[src/rtl/load_store_unit_pkg.sv]
`default_nettype none
// ============================================================================
//  Module      : load_store_unit_pkg
//  Description : Shared definitions for the load/store unit: funct3 access
//                encodings, FSM state type/encodings, the default ack
//                timeout and a small alignment helper.
//  Revision    : 1.0 - initial release
// ============================================================================
package load_store_unit_pkg;

    // Load encodings of funct3[2:0]
    localparam logic [2:0] c_F3_LB  = 3'b000;
    localparam logic [2:0] c_F3_LH  = 3'b001;
    localparam logic [2:0] c_F3_LW  = 3'b010;
    localparam logic [2:0] c_F3_LBU = 3'b100;
    localparam logic [2:0] c_F3_LHU = 3'b101;

    // Store encodings of funct3[2:0]
    localparam logic [2:0] c_F3_SB  = 3'b000;
    localparam logic [2:0] c_F3_SH  = 3'b001;
    localparam logic [2:0] c_F3_SW  = 3'b010;

    // FSM state type and encodings
    typedef logic [1:0] state_t;
    localparam state_t c_ST_IDLE = 2'd0;
    localparam state_t c_ST_REQ  = 2'd1;
    localparam state_t c_ST_DONE = 2'd2;

    // Default number of wait cycles tolerated before bus_ack is declared lost
    localparam int c_TIMEOUT_DEFAULT = 255;

    // funct3[1:0] encodes the access size: 00 byte, 01 halfword, 1x word.
    function automatic logic is_misaligned(input logic [2:0] f3, input logic [1:0] off);
        logic bad;
        bad = 1'b0;
        if (f3[1])
            bad = (off != 2'b00);
        else if (f3[0])
            bad = off[0];
        return bad;
    endfunction

endpackage
`default_nettype wire

[src/rtl/load_store_unit_load_extend.sv]
`default_nettype none
// ============================================================================
//  Module      : load_extend
//  Description : Combinational load data extraction. Shifts the bus word
//                right by the byte offset, then sign- or zero-extends the
//                selected byte/halfword according to funct3.
//  Ports       : word   - raw bus read word
//                offset - byte offset within the word
//                funct3 - access type (LB/LH/LW/LBU/LHU, others act as LW)
//                result - extended load value
//  Revision    : 1.0 - initial release
// ============================================================================
module load_extend
    import load_store_unit_pkg::*;
#(
    parameter int V = 32
) (
    input  logic [V-1:0] word,
    input  logic [1:0]   offset,
    input  logic [2:0]   funct3,
    output logic [V-1:0] result
);

    logic [V-1:0] w_shifted;

    assign w_shifted = word >> {offset, 3'b000};

    always_comb begin
        result = w_shifted;
        case (funct3)
            c_F3_LB:  result = {{(V-8){w_shifted[7]}},   w_shifted[7:0]};
            c_F3_LH:  result = {{(V-16){w_shifted[15]}}, w_shifted[15:0]};
            c_F3_LBU: result = {{(V-8){1'b0}},           w_shifted[7:0]};
            c_F3_LHU: result = {{(V-16){1'b0}},          w_shifted[15:0]};
            default:  result = w_shifted;   // LW and the unused codes 011/110/111
        endcase
    end

endmodule
`default_nettype wire

[src/rtl/load_store_unit.sv]
`default_nettype none
// ============================================================================
//  Module      : load_store_unit
//  Description : Bridges the CPU memory stage to a simple req/ack bus.
//                IDLE accepts an aligned load/store and registers a
//                word-aligned bus transaction, REQ holds it until bus_ack or
//                timeout, DONE presents the extended load result for one
//                cycle with stall released.
//  Ports       : clk, reset              - clock, synchronous active-high reset
//                mem_read_m, Mem_write_m - CPU load/store request
//                wrdata_add, wrdata      - byte address, right-aligned store data
//                funct_3m                - access type ([3] ignored)
//                read_data               - extended load result
//                stall, misalign, bus_err- pipeline control / status pulses
//                bus_*                   - bus master interface
//  Revision    : 1.0 - initial release
// ============================================================================
module load_store_unit
    import load_store_unit_pkg::*;
#(
    parameter int V       = 32,
    parameter int TIMEOUT = c_TIMEOUT_DEFAULT
) (
    input  logic         clk,
    input  logic         reset,
    input  logic         mem_read_m,
    input  logic         Mem_write_m,
    input  logic [V-1:0] wrdata_add,
    input  logic [V-1:0] wrdata,
    input  logic [3:0]   funct_3m,
    output logic [V-1:0] read_data,
    output logic         stall,
    output logic         misalign,
    output logic         bus_err,
    output logic         bus_req,
    output logic         bus_we,
    output logic [V-1:0] bus_addr,
    output logic [V-1:0] bus_wdata,
    output logic [3:0]   bus_be,
    input  logic [V-1:0] bus_rdata,
    input  logic         bus_ack
);

    localparam int             CW   = (TIMEOUT > 1) ? $clog2(TIMEOUT + 1) : 1;
    localparam logic [CW-1:0]  c_TO = CW'(TIMEOUT);

    // ------------------------------------------------------------------
    // Registered state
    // ------------------------------------------------------------------
    state_t        state_q, state_d;
    logic [CW-1:0] cnt_q,   cnt_d;
    logic [V-1:0]  addr_q,  addr_d;
    logic [1:0]    off_q,   off_d;
    logic [2:0]    f3_q,    f3_d;
    logic          we_q,    we_d;
    logic [V-1:0]  wdata_q, wdata_d;
    logic [3:0]    be_q,    be_d;
    logic          breq_q,  breq_d;
    logic [V-1:0]  rdata_q, rdata_d;
    logic          err_q,   err_d;

    // ------------------------------------------------------------------
    // Request decode in IDLE
    // ------------------------------------------------------------------
    logic          w_req;
    logic          w_misal;
    logic          w_accept;
    logic [1:0]    w_off;
    logic [2:0]    w_f3;
    logic [3:0]    w_be;
    logic [V-1:0]  w_wdata_sh;
    logic [V-1:0]  w_ld;
    logic          w_unused;

    assign w_req      = mem_read_m | Mem_write_m;
    assign w_off      = wrdata_add[1:0];
    assign w_f3       = funct_3m[2:0];
    assign w_misal    = is_misaligned(w_f3, w_off);
    assign w_accept   = (state_q == c_ST_IDLE) && w_req && !w_misal;
    assign w_wdata_sh = wrdata << {w_off, 3'b000};
    assign w_unused   = funct_3m[3];

    always_comb begin
        w_be = 4'b1111;
        if (w_f3[1:0] == c_F3_SB[1:0])
            w_be = 4'b0001 << w_off;
        else if (w_f3[1:0] == c_F3_SH[1:0])
            w_be = 4'b0011 << w_off;
    end

    // Extraction uses the offset/funct3 captured at accept time so the bus
    // word is interpreted against the access that is actually in flight.
    load_extend #(
        .V (V)
    ) u_load_extend (
        .word   (bus_rdata),
        .offset (off_q),
        .funct3 (f3_q),
        .result (w_ld)
    );

    // ------------------------------------------------------------------
    // Next-state logic
    // ------------------------------------------------------------------
    always_comb begin
        state_d = state_q;
        cnt_d   = cnt_q;
        addr_d  = addr_q;
        off_d   = off_q;
        f3_d    = f3_q;
        we_d    = we_q;
        wdata_d = wdata_q;
        be_d    = be_q;
        breq_d  = breq_q;
        rdata_d = rdata_q;
        err_d   = 1'b0;

        case (state_q)
            c_ST_IDLE: begin
                if (w_accept) begin
                    state_d = c_ST_REQ;
                    cnt_d   = '0;
                    addr_d  = {wrdata_add[V-1:2], 2'b00};
                    off_d   = w_off;
                    f3_d    = w_f3;
                    we_d    = Mem_write_m;   // store wins when both are high
                    wdata_d = w_wdata_sh;
                    be_d    = w_be;
                    breq_d  = 1'b1;
                end
            end
            c_ST_REQ: begin
                if (bus_ack) begin
                    state_d = c_ST_DONE;
                    breq_d  = 1'b0;
                    if (!we_q)
                        rdata_d = w_ld;
                end else if (cnt_q == c_TO) begin
                    state_d = c_ST_DONE;
                    breq_d  = 1'b0;
                    err_d   = 1'b1;
                    if (!we_q)
                        rdata_d = '0;
                end else begin
                    cnt_d = cnt_q + 1'b1;
                end
            end
            c_ST_DONE: begin
                state_d = c_ST_IDLE;
            end
            default: begin
                state_d = c_ST_IDLE;
                breq_d  = 1'b0;
            end
        endcase
    end

    always_ff @(posedge clk) begin
        if (reset) begin
            state_q <= c_ST_IDLE;
            cnt_q   <= '0;
            addr_q  <= '0;
            off_q   <= 2'b00;
            f3_q    <= 3'b000;
            we_q    <= 1'b0;
            wdata_q <= '0;
            be_q    <= 4'b0000;
            breq_q  <= 1'b0;
            rdata_q <= '0;
            err_q   <= 1'b0;
        end else begin
            state_q <= state_d;
            cnt_q   <= cnt_d;
            addr_q  <= addr_d;
            off_q   <= off_d;
            f3_q    <= f3_d;
            we_q    <= we_d;
            wdata_q <= wdata_d;
            be_q    <= be_d;
            breq_q  <= breq_d;
            rdata_q <= rdata_d;
            err_q   <= err_d;
        end
    end

    // ------------------------------------------------------------------
    // Outputs
    // ------------------------------------------------------------------
    assign stall     = w_accept || (state_q == c_ST_REQ);
    assign misalign  = (state_q == c_ST_IDLE) && w_req && w_misal;
    assign bus_err   = err_q;
    assign read_data = rdata_q;
    assign bus_req   = breq_q;
    assign bus_we    = we_q;
    assign bus_addr  = addr_q;
    assign bus_wdata = wdata_q;
    assign bus_be    = be_q;

endmodule
`default_nettype wire

[config.mk]
export PLATFORM = sky130hd
export DESIGN_NAME = load_store_unit
export DESIGN_NICKNAME = d
export VERILOG_FILES = /design/src/rtl/load_store_unit_pkg.sv /design/src/rtl/load_store_unit_load_extend.sv /design/src/rtl/load_store_unit.sv
export SDC_FILE = /design/constraint.sdc
export NUM_CORES = 1
export LEC_CHECK = 0
export BUFFER_PORTS_ARGS = -buffer_cell sky130_fd_sc_hd__buf_2
export CAP_MARGIN = 20
export CELL_PAD_IN_SITES_DETAIL_PLACEMENT = 1
export CELL_PAD_IN_SITES_GLOBAL_PLACEMENT = 1
export CORE_ASPECT_RATIO = 0.75
export CORE_MARGIN = 1
export CORE_UTILIZATION = 25
export CTS_CLUSTER_SIZE = 25
export DETAILED_ROUTE_END_ITERATION = 16
export PLACE_DENSITY_LB_ADDON = 0.1
export SYNTH_ARGS = -nofsm -noshare
export SYNTH_HDL_FRONTEND = slang
export SYNTH_SLANG_ARGS = --single-unit
[constraint.sdc]
create_clock -name clk -period 5.2 [get_ports clk]
set_input_delay 1.56 -clock clk [delete_from_list [all_inputs] [get_ports clk]]
set_output_delay 1.56 -clock clk [all_outputs]
set_load 0.02 [all_outputs]
==> Yosys cells after proc, flatten, opt, wreduce, memory -nomap -nowiden <==
Index checks and enable logic that the tools add are counted.
Widths: inputs -> output; s select.
{ "word_totals": {"ff_bits": 116, "inputBits": 105, "elab_cells": 70} }
{ "classes": {"n_addsub": 1, "eq_ne": 11, "n_shift": 4, "mux": 22, "bitwise": 4, "reduce_logical": 17} }
{ "ops": {"columns": ["operator", "count"], "rows": [
  ["$mux 32", 4],
  ["$pmux 32 s4", 1],
  ["$shl 32x5->32", 1],
  ["$shr 32x5->32", 1],
  ["$mux 8", 3],
  ["$pmux 8 s2", 1],
  ["$add 8x1->8 const B", 1],
  ["$eq 8x8->1 const B", 1],
  ["$mux 4", 2],
  ["$eq 3x3->1 const B", 2],
  ["$mux 1", 6],
  ["$mux 2", 3],
  ["$ne 2x2->1 const B", 3],
  ["$reduce_and 3->1", 2],
  ["$reduce_bool 2->1", 3],
  ["$eq 2x1->1 const B", 2],
  ["$logic_not 2->1", 2],
  ["$pmux 2 s2", 1],
  ["$reduce_and 2->1", 2],
  ["$reduce_and 4->1", 1],
  ["$shl 1x2->4 const A", 1],
  ["$shl 2x2->4 const A", 1],
  ["$eq 3x1->1 const B", 1],
  ["$logic_and 1x1->1", 3],
  ["9 further kinds", 11]
]} }

==> Longest topological paths before layout <==
Gate-level depths: netlist of the first run.
{ "logic_depth": {"ltp_word": 6, "mapped_depth": 10, "mapped_depth_nobuf": 6} }

==> Hierarchy <==
Synthesis of the first run repeated with hierarchy kept, for this count alone.
{ "unflattened": {"hier_cells": 695, "area_unflattened_um2": 5590.4} }
{ "modules_own_cells": {"columns": ["module", "instances", "cells_each", "area_each_um2"], "rows": [
  ["load_store_unit", 1, 588, 4895.9],
  ["load_extend", 1, 107, 694.4]
]} }

==> Least setup slack after synthesis of the first run <==
OpenSTA, ideal clock, no wires.
{ "synth_timing": {"path_type": "input port to output port", "from": "in wrdata_add[0]", "to": "out stall", "arrival_ns": 3.327, "required_ns": 3.640, "path_slack_ns": 0.313, "cell_stages": 8, "n_path_buf": 3, "cell_sequence": "clkbuf_1 > buf_2 > inv_1 > ha_1 > nand2b_1 > nand4_1 > clkbuf_1 > nand2_1"} }
{ "synth_via": {"elab_chain_cells": 5, "word_cells_on_any_way": 6} }
{ "synth_lines": {"columns": ["element", "line_no", "text"], "rows": [
  ["start, declared", "load_store_unit.sv:28", "input logic [V-1:0] wrdata_add,"],
  ["$mux 1 or $reduce_bool 2->1 (tied branches)", "load_store_unit_pkg.sv:38, load_store_unit_pkg.sv:37", null],
  ["$mux 1 *", "load_store_unit_pkg.sv:36", "if (f3[1])"],
  ["$logic_not 1->1 *", "load_store_unit.sv:79", "assign w_accept = (state_q == c_ST_IDLE) && w_req && !w_misal;"],
  ["$logic_and 1x1->1 *", "load_store_unit.sv:79", null],
  ["$logic_or 1x1->1 *", "load_store_unit.sv:189", "assign stall = w_accept || (state_q == c_ST_REQ);"],
  ["end, declared", "load_store_unit.sv:32", "output logic stall,"]
]} }
Mark *: on every way between the ends. The rest lies on a longest branch, timed or not.

==> Worst setup path in the final report of the first run <==
{ "layout_timing": {"from": "in wrdata_add[1]", "to": "out misalign"} }
{ "layout_via": {"elab_chain_cells": 3} }
{ "layout_lines": {"columns": ["element", "line_no", "text"], "rows": [
  ["$reduce_bool 2->1", "load_store_unit_pkg.sv:37", "bad = (off != 2'b00);"],
  ["$mux 1", "load_store_unit_pkg.sv:36", null],
  ["$logic_and 1x1->1", "load_store_unit.sv:190", "assign misalign = (state_q == c_ST_IDLE) && w_req && w_misal;"],
  ["end, declared", "load_store_unit.sv:33", "output logic misalign,"]
]} }
No other way between the ends.

==> impl_metrics.json, run 1 <==
{
  "p_leak_nw": 3.14,
  "hold_viol": 0,
  "cts_hold_buf": 0,
  "most-common-layout-cells": "buf_2, nand2_1, dfxtp_1",
  "grt_overflow": 0,
  "synth_top_cell_area_share_pct": 44.3,
  "synth_cells": 611,
  "seqCellArea_sq_mm": 0.00232,
  "worstPathCellList": "buf_2, clkinv_1, ha_1, nand2b_1, a21oi_1, buf_2",
  "drt-initial-drc-count": 258,
  "worstSetupEndpointType": "primary output",
  "routabilityCongestion": 0.867,
  "crit_top_cell": "buf_2",
  "status": "complete, no violations",
  "relSlewSlack_pct": 30.0,
  "nFillCells": 2447,
  "cp.required_ns": 3.64,
  "grt_first_pass_wirelength_um": 29600,
  "final_common_cell": "buf_2",
  "drc": 0,
  "synth_area_leaders": "dfxtp_1, nand2_1, a21oi_1, mux2i_1, mux2_2",
  "cts_made_buffers": 17,
  "arrival_ns": 2.72,
  "fmax_mhz": 234,
  "place_inst": 1060,
  "insertion_delay_ns": 0.42,
  "total_power_mw": 2.76,
  "yosys_warnings": 0,
  "drtAntennaViolNets": 0,
  "ios": 210,
  "worst-setup-path-type": "in2out",
  "drive_gt1_share_pct": 33.5,
  "placementRows": 45,
  "seq_area_frac_synth_pct": 44.3,
  "cts_buffer_depth": 2,
  "h-tree-depth": 4,
  "slowest_delay_ns": 0.25,
  "fin_worst_skew_ns": 0.0118,
  "slew_viol_final": 0,
  "ys_seq_elements": 116,
  "portBuffers": 206,
  "rsz0062_at_grt": "false",
  "multiInputGateArea_sq_mm": 0.00268,
  "cts_tree": "built",
  "start_util_pct": 25.7,
  "layout.cells.non_filler": 1093,
  "vdd.ir_drop.worst_mv": 0.154,
  "async_reset_ff_share_pct": 0,
  "yosysTopAreaCell": "dfxtp_1",
  "cap_violations": 0,
  "power.density_mw_per_mm2": 387,
  "track_usage_pct": 17.9,
  "syn_avg_cell_area_sq_um": 8.57,
  "wl_per_cell_um": 17.4,
  "cts_num_sinks": 116,
  "min_path_type": "reg2reg",
  "tightest_slew_ns": 1.05,
  "start_kind": "primary input",
  "fin_crit_ns": 4.28,
  "crit_fanout": 7,
  "antenna_found_initial": 1,
  "post_cts_buffers": 0,
  "slowest_stage": "a21oi_1",
  "ys_types": 48,
  "ctsResizeCount": 0,
  "vias_per_cell": 4.78,
  "cts-root-buf": "clkbuf_16",
  "fp.dieW_um": 169,
  "totalWireLength_um": 19000,
  "synth_area_sq_mm": 0.00524,
  "period_share_pct": 82.3,
  "die_area_sq_mm": 0.0215,
  "finalSetupViolations": 0,
  "die_y_um": 127,
  "vias": 5221,
  "dr.pass1.iters": 4,
  "syn_to_final_growth_pct": 36.2,
  "grt_pass1_vias": 5324,
  "hpwl_um": 13500,
  "grt_max_degree": 90,
  "clkTransAtPathRegs_ns": 0.05,
  "core_area_sq_mm": 0.0204,
  "synth_edf_count": 0,
  "synthFlopType": "dfxtp_1",
  "setup_tns_ns": 0,
  "fin_nets": 907
}
## layout make-up
cell class                 instances  area share, %
multi-input combinational        443           37.6
sequential                       116           32.6
timing repair buffer             213           15.2
clock buffer                      20           6.12
tap                              282           4.95
clock inverter                    12           3.19
inverter                           6          0.316
antenna                            1         0.0351
## final timing paths
| check | start | endpoint | slack (ns) | cells past startpoint |
|---|---|---|---|---|
| max | wrdata_add[1] | misalign | 0.92 | 6 |
| min | bus_wdata[15]$_SDFFE_PP0P_ | bus_wdata[15]$_SDFFE_PP0P_ | 0.45 | 2 |
| max reg2reg | cnt_q[0]$_SDFFE_PP0P_ | read_data[29]$_SDFFE_PP0P_ | 2.49 | 5 |
| min reg2reg | bus_wdata[15]$_SDFFE_PP0P_ | bus_wdata[15]$_SDFFE_PP0P_ | 0.45 | 2 |
## per-stage QoR
step | setup slack, ns | utilization (%) | hold slack [ns] | area (sq um)
after detailed placement | 0.922 | 31.7 | 0.445 | 6470
after CTS | 0.921 | 35.0 | 0.451 | 7130
final | 0.918 | 35.0 | 0.446 | 7130
after global routing | 0.849 | 35.0 | 0.472 | 7130
after global placement | 0.928 | 31.7 | 0.438 | 6470
after floorplan | 0.313 | - | 0.455 | 5240
## power breakdown
| part | switching, mW | internal [mW] |
|---|---|---|
| Combinational | 0.278 | 0.153 |
| Sequential | 0.0340 | 0.944 |
| Clock | 0.450 | 0.901 |
| Total | 0.761 | 2.00 |
## logic make-up after synthesis
family	count (synthesis)	share of synthesized area, %
simple gates	210	17.7
mux	54	11.3
other cells	1	0.0716
buf+inv	53	4.54
compound gates	172	20.8
flops	116	44.3
fa+ha+maj	5	1.19
## cell usage after synthesis (2+ instances only)
library cell,count
a211o_1,8
a211oi_1,3
a21oi_1,80
a221o_1,8
a221oi_1,8
a22o_1,7
a311oi_1,7
a31oi_1,3
a32o_1,2
and3_1,4
and4_1,2
buf_2,12
buf_4,2
buf_6,2
clkbuf_1,29
dfxtp_1,116
ha_1,5
inv_1,5
mux2_2,23
mux2i_1,29
mux4_2,2
nand2_1,121
nand2b_1,5
nand3_1,22
nand4_1,2
nor2_1,31
nor2b_1,2
nor3_1,12
nor3b_1,2
o211ai_1,15
o21ai_0,24
o22ai_1,2
## metal layers
metal | global-route usage [%] | routed length (um)
met5 | 0 | 0
met4 | 5.51 | 229
met3 | 6.35 | 1220
met2 | 26.2 | 8270
met1 | 24.3 | 9300
## registers in the layout, summed over array words and instances, names as in the netlist
signal     count
bus_be         4
f3_q           3
off_q          2
bus_wdata     32
bus_req        1
read_data     32
bus_we         1
bus_addr      30
bus_err        1
state_q        2
cnt_q          8
## critical path, delay by kind of cell
kind	cells	cell delay (ns)
buf+inv	3	0.49
compound gates	1	0.25
fa+ha+maj	1	0.22
simple gates	1	0.20
Power figures use the tool's default switching activity.
==> run 2, diff against run 1 <==
==> constraint.sdc (replaced) <==
create_clock -name clk -period 3.61 [get_ports clk]
set_input_delay 1.083 -clock clk [delete_from_list [all_inputs] [get_ports clk]]
set_output_delay 1.083 -clock clk [all_outputs]
set_load 0.02 [all_outputs]
==> impl_metrics.json, run 2 (synthesis gave the netlist of run 1 again) <==
{
  "status": "complete, no violations",
  "start_util_pct": 25.7,
  "hold_viol": 0,
  "dr.pass1.iters": 5,
  "vdd.ir_drop.worst_mv": 0.212,
  "clkTransAtPathRegs_ns": 0.06,
  "fin_ws_ns": 0.274,
  "seqPwrFrac_pct": 37.7,
  "grt_first_pass_wirelength_um": 29400,
  "cp_num_buf_inv": 3,
  "die_y_um": 127,
  "p_sw_mw": 1.07,
  "fin_crit_ns": 3.34,
  "cts_made_buffers": 17,
  "fp.dieW_um": 169,
  "worst-setup-path-type": "in2out",
  "core_area_sq_mm": 0.0204,
  "vias_per_cell": 4.73,
  "fin_util_pct": 34.8,
  "fin_worst_skew_ns": 0.00908,
  "wl_per_cell_um": 17.1,
  "finalSetupViolations": 0,
  "track_usage_pct": 17.6,
  "grt_max_degree": 88,
  "setup_tns_ns": 0,
  "reg2regPathDepth": 5,
  "cts-root-buf": "clkbuf_16",
  "cts_buffer_depth": 2,
  "h-tree-depth": 4,
  "rsz0062_at_grt": "false",
  "tightest_slew_ns": 1.02,
  "die_area_sq_mm": 0.0215,
  "min_path_type": "reg2reg",
  "worstSetupEndpointType": "primary output",
  "drive_gt1_share_pct": 34.0,
  "path_depth": 6,
  "power.density_mw_per_mm2": 527,
  "cts_tree": "built",
  "slew_viol_final": 0,
  "holdPathStages": 2,
  "p_clk_share_pct": 45.6,
  "p_int_mw": 2.67,
  "reg2reg_slack_ns": 1.44,
  "drt-initial-drc-count": 208,
  "nFillCells": 2503,
  "slowest_stage": "a21oi_1",
  "relSlewSlack_pct": 31.9,
  "insertion_delay_ns": 0.40,
  "totalWireLength_um": 18800,
  "layout.cells.non_filler": 1098,
  "start_kind": "primary input",
  "drc": 0,
  "drtAntennaViolNets": 0,
  "ctsResizeCount": 0,
  "cts_hold_buf": 0,
  "routabilityCongestion": 0.859,
  "placementRows": 45,
  "p_sw_share_pct": 28.6,
  "most-common-layout-cells": "buf_2, nand2_1, dfxtp_1",
  "grt_overflow": 0,
  "crit_top_cell": "buf_2",
  "cap_violations": 0,
  "hpwl_um": 13900,
  "antenna_found_initial": 1,
  "crit_fanout": 7,
  "final_common_cell": "buf_2",
  "total_power_mw": 3.74,
  "arrival_ns": 2.25,
  "ios": 210,
  "syn_to_final_growth_pct": 35.5,
  "fmax_mhz": 300,
  "p_leak_nw": 3.13,
  "pwr-share-comb_pct": 16.7,
  "post_cts_buffers": 0,
  "grt_pass1_vias": 5277,
  "portBuffers": 206,
  "worstPathCellList": "buf_2, clkinv_1, ha_1, nand2b_1, a21oi_1, buf_2",
  "vias": 5189,
  "fin_nets": 912,
  "cts_num_sinks": 116,
  "period_share_pct": 92.4,
  "place_inst": 1065,
  "cp.required_ns": 2.53,
  "dp_worst_setup_slack_ns": 0.264,
  "seqCellArea_sq_mm": 0.00232,
  "slowest_delay_ns": 0.26,
  "cp_top_family": "buffers and inverters",
  "multiInputGateArea_sq_mm": 0.00268
}
[run 2: final cells by class]
class	count	share of cell area, %
clock buffer	19	6.10
tap	282	4.97
multi-input combinational	443	37.8
clock inverter	13	2.26
timing repair buffer	218	15.8
inverter	6	0.317
antenna	1	0.0353
sequential	116	32.7
[run 2: final timing paths]
check	start	end
max	wrdata_add[1]	misalign
min	bus_addr[21]$_SDFFE_PP0P_	bus_addr[21]$_SDFFE_PP0P_
max reg2reg	state_q[1]$_SDFFE_PP0P_	cnt_q[4]$_SDFFE_PP0P_
min reg2reg	bus_addr[21]$_SDFFE_PP0P_	bus_addr[21]$_SDFFE_PP0P_
[run 2: through the flow]
| step | area [sq um] | hold WS [ns] |
|---|---|---|
| after floorplan | 5250 | 0.455 |
| after global placement | 6500 | 0.438 |
| after global routing | 7090 | 0.471 |
| after detailed placement | 6500 | 0.443 |
| final | 7100 | 0.450 |
| after CTS | 7090 | 0.452 |
[run 2: worst min-delay path: stages, from the launching register on]
cell and delay, ns:
dfxtp_1 0.30, nand2_1 0.05, a21oi_1 0.05
[run 2: metal layers]
metal	wire [um]	global-route usage, %
met1	9200	24.5
met2	8200	26.2
met3	1260	5.73
met4	148	4.40
met5	0	0
[run 2: power by group through the flow]
stage          combinational [mW]  sequential [mW]  clock [mW]
5_1_grt                     0.685             1.42        1.81
2_1_floorplan               0.305             1.51           0
3_5_place_dp                0.627             1.44           0
6_report                    0.623             1.41        1.71
3_3_place_gp                0.617             1.43           0
4_1_cts                     0.629             1.41        1.75
